`src/rtl/simon_game_controller_if.sv`:
```
// Handshake bundle between the game sequencer and the WAIT_STATE input-capture block.
interface simon_game_controller_if;
    logic        wait_complete;
    logic [31:0] wait_sequence;
    logic        wait_en;
    logic        wait_clr;
    logic [3:0]  sequence_len;

    modport master (
        input  wait_complete,
        input  wait_sequence,
        output wait_en,
        output wait_clr,
        output sequence_len
    );

    modport slave (
        output wait_complete,
        output wait_sequence,
        input  wait_en,
        input  wait_clr,
        input  sequence_len
    );
endinterface

```
`src/rtl/simon_game_controller.sv`:
```
// Colour-memory game sequencer: builds a random 16-slot target, replays a growing
// prefix on the LEDs, arms WAIT_STATE for the reply and grades it.
//
// state    | meaning
// IDLE     | after reset, waiting for start
// GEN      | 16 cycles filling target slots from the LFSR
// SHOW_ON  | colour idx lit for SHOW_CYCLES
// SHOW_OFF | dark gap for GAP_CYCLES
// ARM      | one-cycle clear pulse to WAIT_STATE
// WAIT     | WAIT_STATE enabled, collecting the reply
// CHECK    | compare masked reply with target
// WIN      | final level passed
// LOSE     | wrong reply or timeout
module simon_game_controller #(
    parameter int unsigned MAX_LEN        = 15,
    parameter int unsigned SHOW_CYCLES    = 8,
    parameter int unsigned GAP_CYCLES     = 4,
    parameter int unsigned TIMEOUT_CYCLES = 0,
    parameter logic [15:0] LFSR_SEED      = 16'hACE1
) (
    input  logic                           clk_i,
    input  logic                           rst_ni,
    input  logic                           start_i,
    simon_game_controller_if.master        wait_if,
    output logic                           led_valid_o,
    output logic [1:0]                     led_colour_o,
    output logic [3:0]                     level_o,
    output logic                           game_win_o,
    output logic                           game_over_o,
    output logic [3:0]                     state_dbg_o
);

    typedef enum logic [3:0] {
        IDLE     = 4'd0,
        GEN      = 4'd1,
        SHOW_ON  = 4'd2,
        SHOW_OFF = 4'd3,
        ARM      = 4'd4,
        WAIT     = 4'd5,
        CHECK    = 4'd6,
        WIN      = 4'd7,
        LOSE     = 4'd8
    } state_e;

    localparam logic [15:0] SHOW_LOAD = 16'(SHOW_CYCLES - 1);
    localparam logic [15:0] GAP_LOAD  = 16'(GAP_CYCLES - 1);
    localparam logic [15:0] TO_LAST   = (TIMEOUT_CYCLES == 0) ? 16'd0 : 16'(TIMEOUT_CYCLES - 1);
    localparam logic [3:0]  LEVEL_TOP = 4'(MAX_LEN);

    state_e      state_q, state_d;
    logic [15:0] lfsr_q, lfsr_d;
    logic [31:0] target_q, target_d;
    logic [3:0]  idx_q, idx_d;
    logic [3:0]  level_q, level_d;
    logic [15:0] timer_q, timer_d;
    logic [15:0] wait_cnt_q, wait_cnt_d;
    logic [31:0] mask;

    logic        wait_en_q, wait_clr_q, led_valid_q, game_win_q, game_over_q;
    logic [3:0]  seq_len_q;
    logic [1:0]  led_colour_q;

    // Galois form, taps x^16+x^14+x^13+x^11+1
    assign lfsr_d = {1'b0, lfsr_q[15:1]} ^ ({16{lfsr_q[0]}} & 16'hB400);
    assign mask   = (32'd1 << {level_q, 1'b0}) - 32'd1;

    always_comb begin
        state_d    = state_q;
        target_d   = target_q;
        idx_d      = idx_q;
        level_d    = level_q;
        timer_d    = timer_q;
        wait_cnt_d = wait_cnt_q;
        case (state_q)
            IDLE, WIN, LOSE: begin
                if (start_i) begin
                    state_d = GEN;
                    idx_d   = 4'd0;
                end
            end
            GEN: begin
                target_d[{idx_q, 1'b0} +: 2] = lfsr_q[1:0];
                idx_d = idx_q + 4'd1;
                if (idx_q == 4'd15) begin
                    level_d = 4'd1;
                    idx_d   = 4'd0;
                    timer_d = SHOW_LOAD;
                    state_d = SHOW_ON;
                end
            end
            SHOW_ON: begin
                if (timer_q == 16'd0) begin
                    timer_d = GAP_LOAD;
                    state_d = SHOW_OFF;
                end else begin
                    timer_d = timer_q - 16'd1;
                end
            end
            SHOW_OFF: begin
                if (timer_q != 16'd0) begin
                    timer_d = timer_q - 16'd1;
                end else if (idx_q == level_q - 4'd1) begin
                    state_d = ARM;
                end else begin
                    idx_d   = idx_q + 4'd1;
                    timer_d = SHOW_LOAD;
                    state_d = SHOW_ON;
                end
            end
            ARM: begin
                wait_cnt_d = 16'd0;
                state_d    = WAIT;
            end
            WAIT: begin
                // a completion on the expiry cycle still gets graded
                if (wait_if.wait_complete) begin
                    state_d = CHECK;
                end else if (TIMEOUT_CYCLES != 0 && wait_cnt_q == TO_LAST) begin
                    state_d = LOSE;
                end else begin
                    wait_cnt_d = wait_cnt_q + 16'd1;
                end
            end
            CHECK: begin
                if (((wait_if.wait_sequence ^ target_q) & mask) != 32'd0) begin
                    state_d = LOSE;
                end else if (level_q == LEVEL_TOP) begin
                    state_d = WIN;
                end else begin
                    level_d = level_q + 4'd1;
                    idx_d   = 4'd0;
                    timer_d = SHOW_LOAD;
                    state_d = SHOW_ON;
                end
            end
            default: state_d = IDLE;
        endcase
    end

    always_ff @(posedge clk_i or negedge rst_ni) begin
        if (!rst_ni) begin
            state_q      <= IDLE;
            lfsr_q       <= LFSR_SEED;
            target_q     <= '0;
            idx_q        <= '0;
            level_q      <= '0;
            timer_q      <= '0;
            wait_cnt_q   <= '0;
            wait_en_q    <= 1'b0;
            wait_clr_q   <= 1'b0;
            seq_len_q    <= '0;
            led_valid_q  <= 1'b0;
            led_colour_q <= '0;
            game_win_q   <= 1'b0;
            game_over_q  <= 1'b0;
        end else begin
            state_q      <= state_d;
            lfsr_q       <= lfsr_d;
            target_q     <= target_d;
            idx_q        <= idx_d;
            level_q      <= level_d;
            timer_q      <= timer_d;
            wait_cnt_q   <= wait_cnt_d;
            // outputs track the state being entered so they change on that edge
            wait_en_q    <= (state_d == WAIT);
            wait_clr_q   <= (state_d == ARM);
            if (state_d == ARM) begin
                seq_len_q <= level_q;
            end
            led_valid_q  <= (state_d == SHOW_ON);
            led_colour_q <= (state_d == SHOW_ON) ? target_q[{idx_d, 1'b0} +: 2] : 2'b00;
            game_win_q   <= (state_d == WIN);
            game_over_q  <= (state_d == LOSE);
        end
    end

    assign wait_if.wait_en      = wait_en_q;
    assign wait_if.wait_clr     = wait_clr_q;
    assign wait_if.sequence_len = seq_len_q;
    assign led_valid_o          = led_valid_q;
    assign led_colour_o         = led_colour_q;
    assign level_o              = level_q;
    assign game_win_o           = game_win_q;
    assign game_over_o          = game_over_q;
    assign state_dbg_o          = state_q;

endmodule

```
`src/flat_wrapper.sv`:
```
// flat-port wrapper written by rule: the top's interface ports become plain ports
module simon_game_controller_flat 
#(
    parameter int unsigned MAX_LEN        = 15,
    parameter int unsigned SHOW_CYCLES    = 8,
    parameter int unsigned GAP_CYCLES     = 4,
    parameter int unsigned TIMEOUT_CYCLES = 0,
    parameter logic [15:0] LFSR_SEED      = 16'hACE1
)
  (clk_i, rst_ni, start_i, led_valid_o, led_colour_o, level_o, game_win_o, game_over_o, state_dbg_o, wait_if_wait_complete, wait_if_wait_sequence, wait_if_wait_en, wait_if_wait_clr, wait_if_sequence_len);
  simon_game_controller_if wait_if_i ();
  input  logic clk_i;
  input  logic rst_ni;
  input  logic start_i;
  output logic led_valid_o;
  output logic [1:0] led_colour_o;
  output logic [3:0] level_o;
  output logic game_win_o;
  output logic game_over_o;
  output logic [3:0] state_dbg_o;
  input wire logic [$bits(wait_if_i.wait_complete)-1:0] wait_if_wait_complete;
  input wire logic [$bits(wait_if_i.wait_sequence)-1:0] wait_if_wait_sequence;
  output wire logic [$bits(wait_if_i.wait_en)-1:0] wait_if_wait_en;
  output wire logic [$bits(wait_if_i.wait_clr)-1:0] wait_if_wait_clr;
  output wire logic [$bits(wait_if_i.sequence_len)-1:0] wait_if_sequence_len;
  assign wait_if_i.wait_complete = wait_if_wait_complete;
  assign wait_if_i.wait_sequence = wait_if_wait_sequence;
  assign wait_if_wait_en = wait_if_i.wait_en;
  assign wait_if_wait_clr = wait_if_i.wait_clr;
  assign wait_if_sequence_len = wait_if_i.sequence_len;
  simon_game_controller #(.MAX_LEN(MAX_LEN), .SHOW_CYCLES(SHOW_CYCLES), .GAP_CYCLES(GAP_CYCLES), .TIMEOUT_CYCLES(TIMEOUT_CYCLES), .LFSR_SEED(LFSR_SEED)) u_core (.clk_i(clk_i), .rst_ni(rst_ni), .start_i(start_i), .wait_if(wait_if_i), .led_valid_o(led_valid_o), .led_colour_o(led_colour_o), .level_o(level_o), .game_win_o(game_win_o), .game_over_o(game_over_o), .state_dbg_o(state_dbg_o));
endmodule
```
`config.mk`:
```
export PLATFORM = sky130hd
export DESIGN_NAME = simon_game_controller_flat
export DESIGN_NICKNAME = d
export VERILOG_FILES = /design/src/rtl/simon_game_controller_if.sv /design/src/rtl/simon_game_controller.sv /design/src/flat_wrapper.sv
export SDC_FILE = /design/constraint.sdc
export NUM_CORES = 1
export LEC_CHECK = 0
export ABC_AREA = 1
export BUFFER_PORTS_ARGS = -buffer_cell sky130_fd_sc_hd__buf_4
export CORE_UTILIZATION = 55
export DETAILED_ROUTE_END_ITERATION = 8
export PLACE_DENSITY = 0.75
export SETUP_SLACK_MARGIN = 0.05
export SYNTH_ARGS = -nofsm -noshare
export SYNTH_HDL_FRONTEND = slang
export SYNTH_SLANG_ARGS = --single-unit
```
`constraint.sdc`:
```
create_clock -name clk_i -period 8.2 [get_ports clk_i]
set_input_delay 1.64 -clock clk_i [delete_from_list [all_inputs] [get_ports clk_i]]
set_output_delay 1.64 -clock clk_i [all_outputs]
set_load 0.01 [all_outputs]
```
# Word-level counts from Yosys, hierarchy flattened
# Index checks and enable logic that the tools add are counted.
[totals]
register_bits = 87
latch_bits = 0
ramBits = 0
mem_bits_ro = 0
inputBits = 36
output_inout_bits = 19
word_cells = 84
n_memories = 0
[op_classes]
n_addsub = 6
multipliers = 0
n_div = 0
magnitude_cmp = 0
eq_ne = 20
shifts = 4
mux = 29
bitwise_logic = 3
n_reduce_logical = 9
[op_table]
columns = ["cell", "count"]
rows = [
  ["$mux W16", 6],
  ["$pmux W16 S4", 1],
  ["$mux W4", 15],
  ["$and A32 B32 Y32", 1],
  ["$bwmux W32", 1],
  ["$reduce_bool A32 Y1", 1],
  ["$shift A2 B7 Y32 const A", 1],
  ["$shiftx A2 B7 Y32", 1],
  ["$shiftx A32 B6 Y2", 1],
  ["$shl A1 B5 Y32 const A", 1],
  ["$sub A32 B1 Y32 const B", 1],
  ["$xor A32 B32 Y32", 1],
  ["$eq A4 B3 Y1 const B", 7],
  ["$pmux W4 S7", 1],
  ["$eq A4 B4 Y1 const B", 4],
  ["$logic_not A16 Y1", 1],
  ["$pmux W4 S4", 1],
  ["$reduce_bool A16 Y1", 1],
  ["$sub A16 B1 Y16 const B", 1],
  ["$xor A15 B16 Y16", 1],
  ["$eq A4 B2 Y1 const B", 3],
  ["$add A4 B1 Y4 const B", 2],
  ["$pmux W4 S2", 1],
  ["$neg A5 Y7", 1],
  ["other kinds (14)", 16],
]

# Longest topological paths before layout
[depth]
ltp_word = 8
mapped_depth = 26
mapped_depth_nobuf = 25

# Least setup slack after synthesis
# No wires, ideal clock.
[synth_timing]
path_kind = "input to register"
from = "input wait_if_wait_sequence[7]"
to = "register u_core.led_colour_q[0], in the netlist u_core.led_colour_o[0]"
setup_time_ns = 0.117
arrival_time_ns = 3.208
required_time_ns = 8.083
path_slack_ns = 4.875
stages = 18
path_buffers = 0
cell_sequence = "inv_1 or2_2 a21oi_1 nor2_1 nand2_1 nor2_1 nand3_1 nor2_2 nand4_2 inv_1 o21ai_2 inv_2 nand3_1 nand3_1 nand2_1 nand2_1 nand2_1 nor2_1"
[synth_via]
elab_chain_cells = 7
elab_cells_between_ends = 10
classes_between = "eq/ne: 1; shift: 1; mux: 5; bitwise: 2; reduce/logical: 1"
[synth_rtl]
columns = ["item", "line_no", "rtl"]
rows = [
  ["start: declaration", "flat_wrapper.sv:22", "input wire logic [$bits(wait_if_i.wait_sequence)-1:0] wait_if_wait_sequence;"],
  ["$xor A32 B32 Y32", "simon_game_controller.sv:125", "if (((wait_if.wait_sequence ^ target_q) & mask) != 32'd0) begin"],
  ["$and A32 B32 Y32", "simon_game_controller.sv:125", ""],
  ["$reduce_bool A32 Y1", "simon_game_controller.sv:125", ""],
  ["$mux W4", "simon_game_controller.sv:125", ""],
  ["$pmux W4 S4", "simon_game_controller.sv:74", "case (state_q)"],
  ["net u_core.idx_d[1]", "simon_game_controller.sv:53", "logic [3:0] idx_q, idx_d;"],
  ["$shiftx A32 B6 Y2", "simon_game_controller.sv:171", "led_colour_q <= (state_d == SHOW_ON) ? target_q[{idx_d, 1'b0} +: 2] : 2'b00;"],
  ["$mux W2", "simon_game_controller.sv:171", ""],
  ["end signal: assignment", "simon_game_controller.sv:171", ""],
  ["end: declaration", "simon_game_controller.sv:61", "logic [1:0] led_colour_q;"],
]
# The timed path passes the listed nets, and every way through them passes these cells.
# A chain may end at the register's enable or synchronous reset.

# Worst setup path after layout
[layout_timing]
from = "register u_core.level_q[3], in the netlist u_core.level_o[3]"
to = "register u_core.led_colour_q[1], in the netlist u_core.led_colour_o[1]"
[layout_via]
elab_chain_cells = 8
elab_cells_between_ends = 20
classes_between = "add/sub: 2; eq/ne: 3; shift: 2; mux: 11; bitwise: 1; reduce/logical: 1"
[layout_rtl]
columns = ["item", "line_no", "rtl"]
rows = [
  ["start: declaration", "simon_game_controller.sv:54", "logic [3:0] level_q, level_d;"],
  ["start signal: assignment", "simon_game_controller.sv:161", "level_q <= level_d;"],
  ["$shl A1 B5 Y32", "simon_game_controller.sv:65", "assign mask = (32'd1 << {level_q, 1'b0}) - 32'd1;"],
  ["$sub A32 B1 Y32", "simon_game_controller.sv:65", ""],
  ["$and A32 B32 Y32", "simon_game_controller.sv:125", ""],
  ["$reduce_bool A32 Y1", "simon_game_controller.sv:125", ""],
  ["$mux W4", "simon_game_controller.sv:125", ""],
  ["$pmux W4 S4 *", "simon_game_controller.sv:74", ""],
  ["net u_core.idx_d[0]", "simon_game_controller.sv:53", ""],
  ["$shiftx A32 B6 Y2 *", "simon_game_controller.sv:171", ""],
  ["$mux W2 *", "simon_game_controller.sv:171", ""],
]
# The timed path passes the listed nets; every way through them passes the cells marked *.

==> metrics.json <==
{
  "status": {"value": "complete, no violations"},
  "cp.required": {"value": 8460, "unit": "ps"},
  "numCtsBuffers": {"value": 9},
  "antennaDiodeCount": {"value": 0},
  "cp_slowest_stage_delay": {"value": 740, "unit": "ps"},
  "slew_headroom": {"value": 0.280},
  "power.share.switching": {"value": 0.522},
  "cpMaxStageDelayCell": {"value": "sky130_fd_sc_hd__dfrtp_1"},
  "critPathArrivalTime": {"value": 4200, "unit": "ps"},
  "latest_clock_arrival_within_the_worst_skew_pair": {"value": 370, "unit": "ps"},
  "dpl.hpwl": {"value": 12500, "unit": "um"},
  "setup-tns-final": {"value": 0, "unit": "ps"},
  "critPathBufInv": {"value": 3},
  "place.gp.congestion": {"value": 0.985},
  "finalNetCount": {"value": 888},
  "synth_area_per_cell": {"value": 7.25, "unit": "um2"},
  "global_route_usage_over_all_layers": {"value": 0.308},
  "area_of_the_core": {"value": 0.00991, "unit": "mm2"},
  "timing.setup.critical_path_class": {"value": "reg2reg"},
  "detail_route.wirelength.met1": {"value": 7120, "unit": "um"},
  "power_per_cell_area": {"value": 330, "unit": "mW/mm2"},
  "die_height": {"value": 104, "unit": "um"},
  "grt_max_degree": {"value": 88},
  "fillCellCount": {"value": 874},
  "drt-vias-per-instance": {"value": 5.68},
  "detailed_place.area": {"value": 0.00619, "unit": "mm2"},
  "gr-total-overflow": {"value": 0},
  "sequentialPowerShare": {"value": 0.277},
  "detail_route.first_pass.iterations": {"value": 5},
  "clock-root-buffer": {"value": "sky130_fd_sc_hd__clkbuf_8"},
  "critical_path.endpoint_type": {"value": "register"},
  "ys_types": {"value": 47},
  "p_total": {"value": 2.11, "unit": "mW"},
  "yosysSeqAreaShare": {"value": 0.384},
  "timing.fmax": {"value": 254, "unit": "MHz"},
  "worstRegToRegCells": {"value": 22},
  "wire_length_of_the_first_global_routing_pass": {"value": 26100, "unit": "um"},
  "synthesis.instances": {"value": 786},
  "p_comb_frac": {"value": 0.586},
  "layout-drive-gt1-share": {"value": 0.130},
  "ctsResizeCount": {"value": 0},
  "net-switching-power": {"value": 1.10, "unit": "mW"},
  "timing_worst_slew_pin_value": {"value": 1080, "unit": "ps"},
  "met3_length": {"value": 1240, "unit": "um"},
  "synthArstFlopShare": {"value": 1.00},
  "synthToLayoutAreaGrowth": {"value": 11.9, "unit": "%"},
  "path_cells": {"value": "inv_2 > nand3_2 > ha_1 > inv_1 > a21oi_2 > nand2_2 > nor2_2 > nand4_1 > nand3_1 > nand2_1 > nor2_2 > nand4_2 > nand2_2 > nand2_4 > nand2_4 > inv_1 > nand2_1 > nand3_1 > nand2_1 > nor2_1 > nor2_1 > nor2_1"},
  "count_of_flip_flops_with_a_built_in_enable_after_synthesis": {"value": 0},
  "synth_top_area_frac": {"value": 0.347},
  "synthesis.area": {"value": 0.00570, "unit": "mm2"},
  "clock_skew": {"value": 10.9, "unit": "ps"},
  "num_rows": {"value": 36},
  "setup-violations-final": {"value": 0},
  "final_design_area_no_fill": {"value": 0.00638, "unit": "mm2"},
  "netlist_top_cells_count": {"value": "sky130_fd_sc_hd__nand2_1 (193), sky130_fd_sc_hd__inv_1 (98), sky130_fd_sc_hd__nand3_1 (97)"},
  "grt_pass1_vias": {"value": 5145},
  "routedWlPerCell": {"value": 16.3, "unit": "um"},
  "path_max_fanout": {"value": 17},
  "initial_core_util": {"value": 0.575},
  "detail_route.drc_violations": {"value": 0},
  "layout_min_cycle_time": {"value": 3940, "unit": "ps"},
  "origin_of_the_critical_flop_to_flop_path": {"value": "u_core.level_o[3]"},
  "p_int": {"value": 1.01, "unit": "mW"},
  "grt_antenna_before_repair": {"value": 0},
  "synthMostInstantiatedCell": {"value": "sky130_fd_sc_hd__nand2_1"},
  "postSynthNetCount": {"value": 835},
  "type_of_the_tightest_min_delay_check": {"value": "reg2reg"},
  "count_of_final_max_slew_check_failures": {"value": 0},
  "power.leakage": {"value": 3.31, "unit": "nW"},
  "layout_worst_path_cycle_share": {"value": 0.481},
  "endpoint": {"value": "u_core.led_colour_o[1]"},
  "cts.sink_count": {"value": 87},
  "htree_levels": {"value": 3},
  "routed.top_layer": {"value": "met4"},
  "ctsHoldBuffers": {"value": 0},
  "crit_family": {"value": "simple AND/OR/NAND/NOR gates"},
  "cts.repair_timing.setup_buffer_count": {"value": 0},
  "synth_area_leaders": {"value": "sky130_fd_sc_hd__dfrtp_1 (35%), sky130_fd_sc_hd__nand2_1 (13%), sky130_fd_sc_hd__nand3_1 (8.5%)"},
  "ios": {"value": 55},
  "cts_tree": {"value": "yes"},
  "clockBufferDepth": {"value": 2},
  "port-buffer-count": {"value": 54},
  "cts.clk_slew.worst_paths": {"value": 90, "unit": "ps"},
  "antenna_nets_post_route": {"value": 0},
  "start_kind": {"value": "register"},
  "met2_wirelength": {"value": 7210, "unit": "um"},
  "timing.hold.ws": {"value": 355, "unit": "ps"},
  "floorplan.die_area": {"value": 0.0108, "unit": "mm2"},
  "drv.max_cap_violation_count": {"value": 0},
  "setup.reg_to_reg.worst_slack": {"value": 4260, "unit": "ps"},
  "timing.critical_path.depth": {"value": 22},
  "regToRegEndpoint": {"value": "u_core.led_colour_o[1]"},
  "synth.ff_latch_count": {"value": 87},
  "synthesis.yosys.warnings": {"value": 0},
  "rsz0062_at_grt": {"value": "no"},
  "route.vias.total": {"value": 5551},
  "hold_violations": {"value": 0},
  "yosys_most_used_dff": {"value": "sky130_fd_sc_hd__dfrtp_1"},
  "ir_drop": {"value": 0.207, "unit": "mV"},
  "critPathLaunch": {"value": "u_core.level_o[3]"},
  "power_frac_clock": {"value": 0.136},
  "dr.first_iter.drc_count": {"value": 565},
  "horizontal_extent_of_the_die": {"value": 104, "unit": "um"},
  "synth.largest_area_cell": {"value": "sky130_fd_sc_hd__dfrtp_1"},
  "drt-total-wl": {"value": 15900, "unit": "um"}
}
[through the flow]
step / util / setup slack, ps / instances
after CTS: 0.644 / 4360 / 977
after detailed placement: 0.624 / 4380 / 961
final: 0.644 / 4260 / 977
after global routing: 0.644 / 3940 / 977
after floorplan: - / 4880 / 786
after global placement: 0.624 / 4390 / 961
[power by group through the flow]
| stage | combinational [mW] | sequential (mW) | clock (mW) |
|---|---|---|---|
| after detailed placement | 1.21 | 0.589 | 0 |
| after global routing | 1.38 | 0.592 | 0.312 |
| after CTS | 1.22 | 0.581 | 0.294 |
| final | 1.24 | 0.585 | 0.287 |
| after floorplan | 0.970 | 0.549 | 0 |
| after global placement | 1.20 | 0.587 | 0 |
[worst min-delay path by stage]
| stage | slack (ps) | endpoint | startpoint | cells past startpoint |
|---|---|---|---|---|
| 5_1_grt | 370 | u_core.lfsr_q[11] | u_core.lfsr_q[12] | 0 |
| 2_1_floorplan | 330 | u_core.lfsr_q[1] | u_core.lfsr_q[2] | 0 |
| 6_report | 360 | u_core.lfsr_q[7] | u_core.lfsr_q[8] | 0 |
| 3_3_place_gp | 340 | u_core.lfsr_q[1] | u_core.lfsr_q[2] | 0 |
| 4_1_cts | 360 | u_core.lfsr_q[7] | u_core.lfsr_q[8] | 0 |
| 3_5_place_dp | 340 | u_core.lfsr_q[7] | u_core.lfsr_q[8] | 0 |
[layout make-up]
class | count | area (um2) | share of cell area
repair buffers | 54 | 405 | 0.0635
flip-flops and latches | 87 | 2190 | 0.343
well taps | 133 | 166 | 0.0261
clock buffers | 12 | 165 | 0.0259
clock inverters | 4 | 28.8 | 0.00451
inverters | 107 | 403 | 0.0631
multi-input cells | 580 | 3030 | 0.474
[state kept, by name, indices dropped and copies added, names as in the netlist, 2 cells and up]
register and count:
u_core.led_colour_o 2, u_core.timer_q 16, u_core.wait_if.sequence_len 4, u_core.idx_q 4, u_core.lfsr_q 16, u_core.target_q 32, u_core.level_o 4, u_core.state_dbg_o 4
[cell usage in the layout, fill, tap and decap left out, types with 16 or more instances in the layout]
master / synthesis / layout
sky130_fd_sc_hd__inv_1: 98 / 98
sky130_fd_sc_hd__buf_4: 2 / 54
sky130_fd_sc_hd__o21ai_0: 56 / 56
sky130_fd_sc_hd__nand2_1: 193 / 193
sky130_fd_sc_hd__nand4_1: 16 / 16
sky130_fd_sc_hd__nand3_1: 97 / 97
sky130_fd_sc_hd__xor2_1: 34 / 34
sky130_fd_sc_hd__a21oi_1: 20 / 20
sky130_fd_sc_hd__dfrtp_1: 79 / 79
sky130_fd_sc_hd__nor2_1: 74 / 74
[cells by family after synthesis]
| group | count (synthesis) | share of synthesized area |
|---|---|---|
| compound gates | 96 | 0.0955 |
| simple gates | 429 | 0.342 |
| flops | 87 | 0.384 |
| buf+inv | 119 | 0.0856 |
| xor+xnor | 42 | 0.0645 |
| fa+ha+maj | 13 | 0.0285 |
[layer usage]
layer  up-vias  GRT usage
li1       2668          -
met1      2613      0.437
met3        26     0.0510
met2       244      0.476
met4         0      0.110
met5         -          0
No activity file was read; power rests on OpenSTA's default activity.
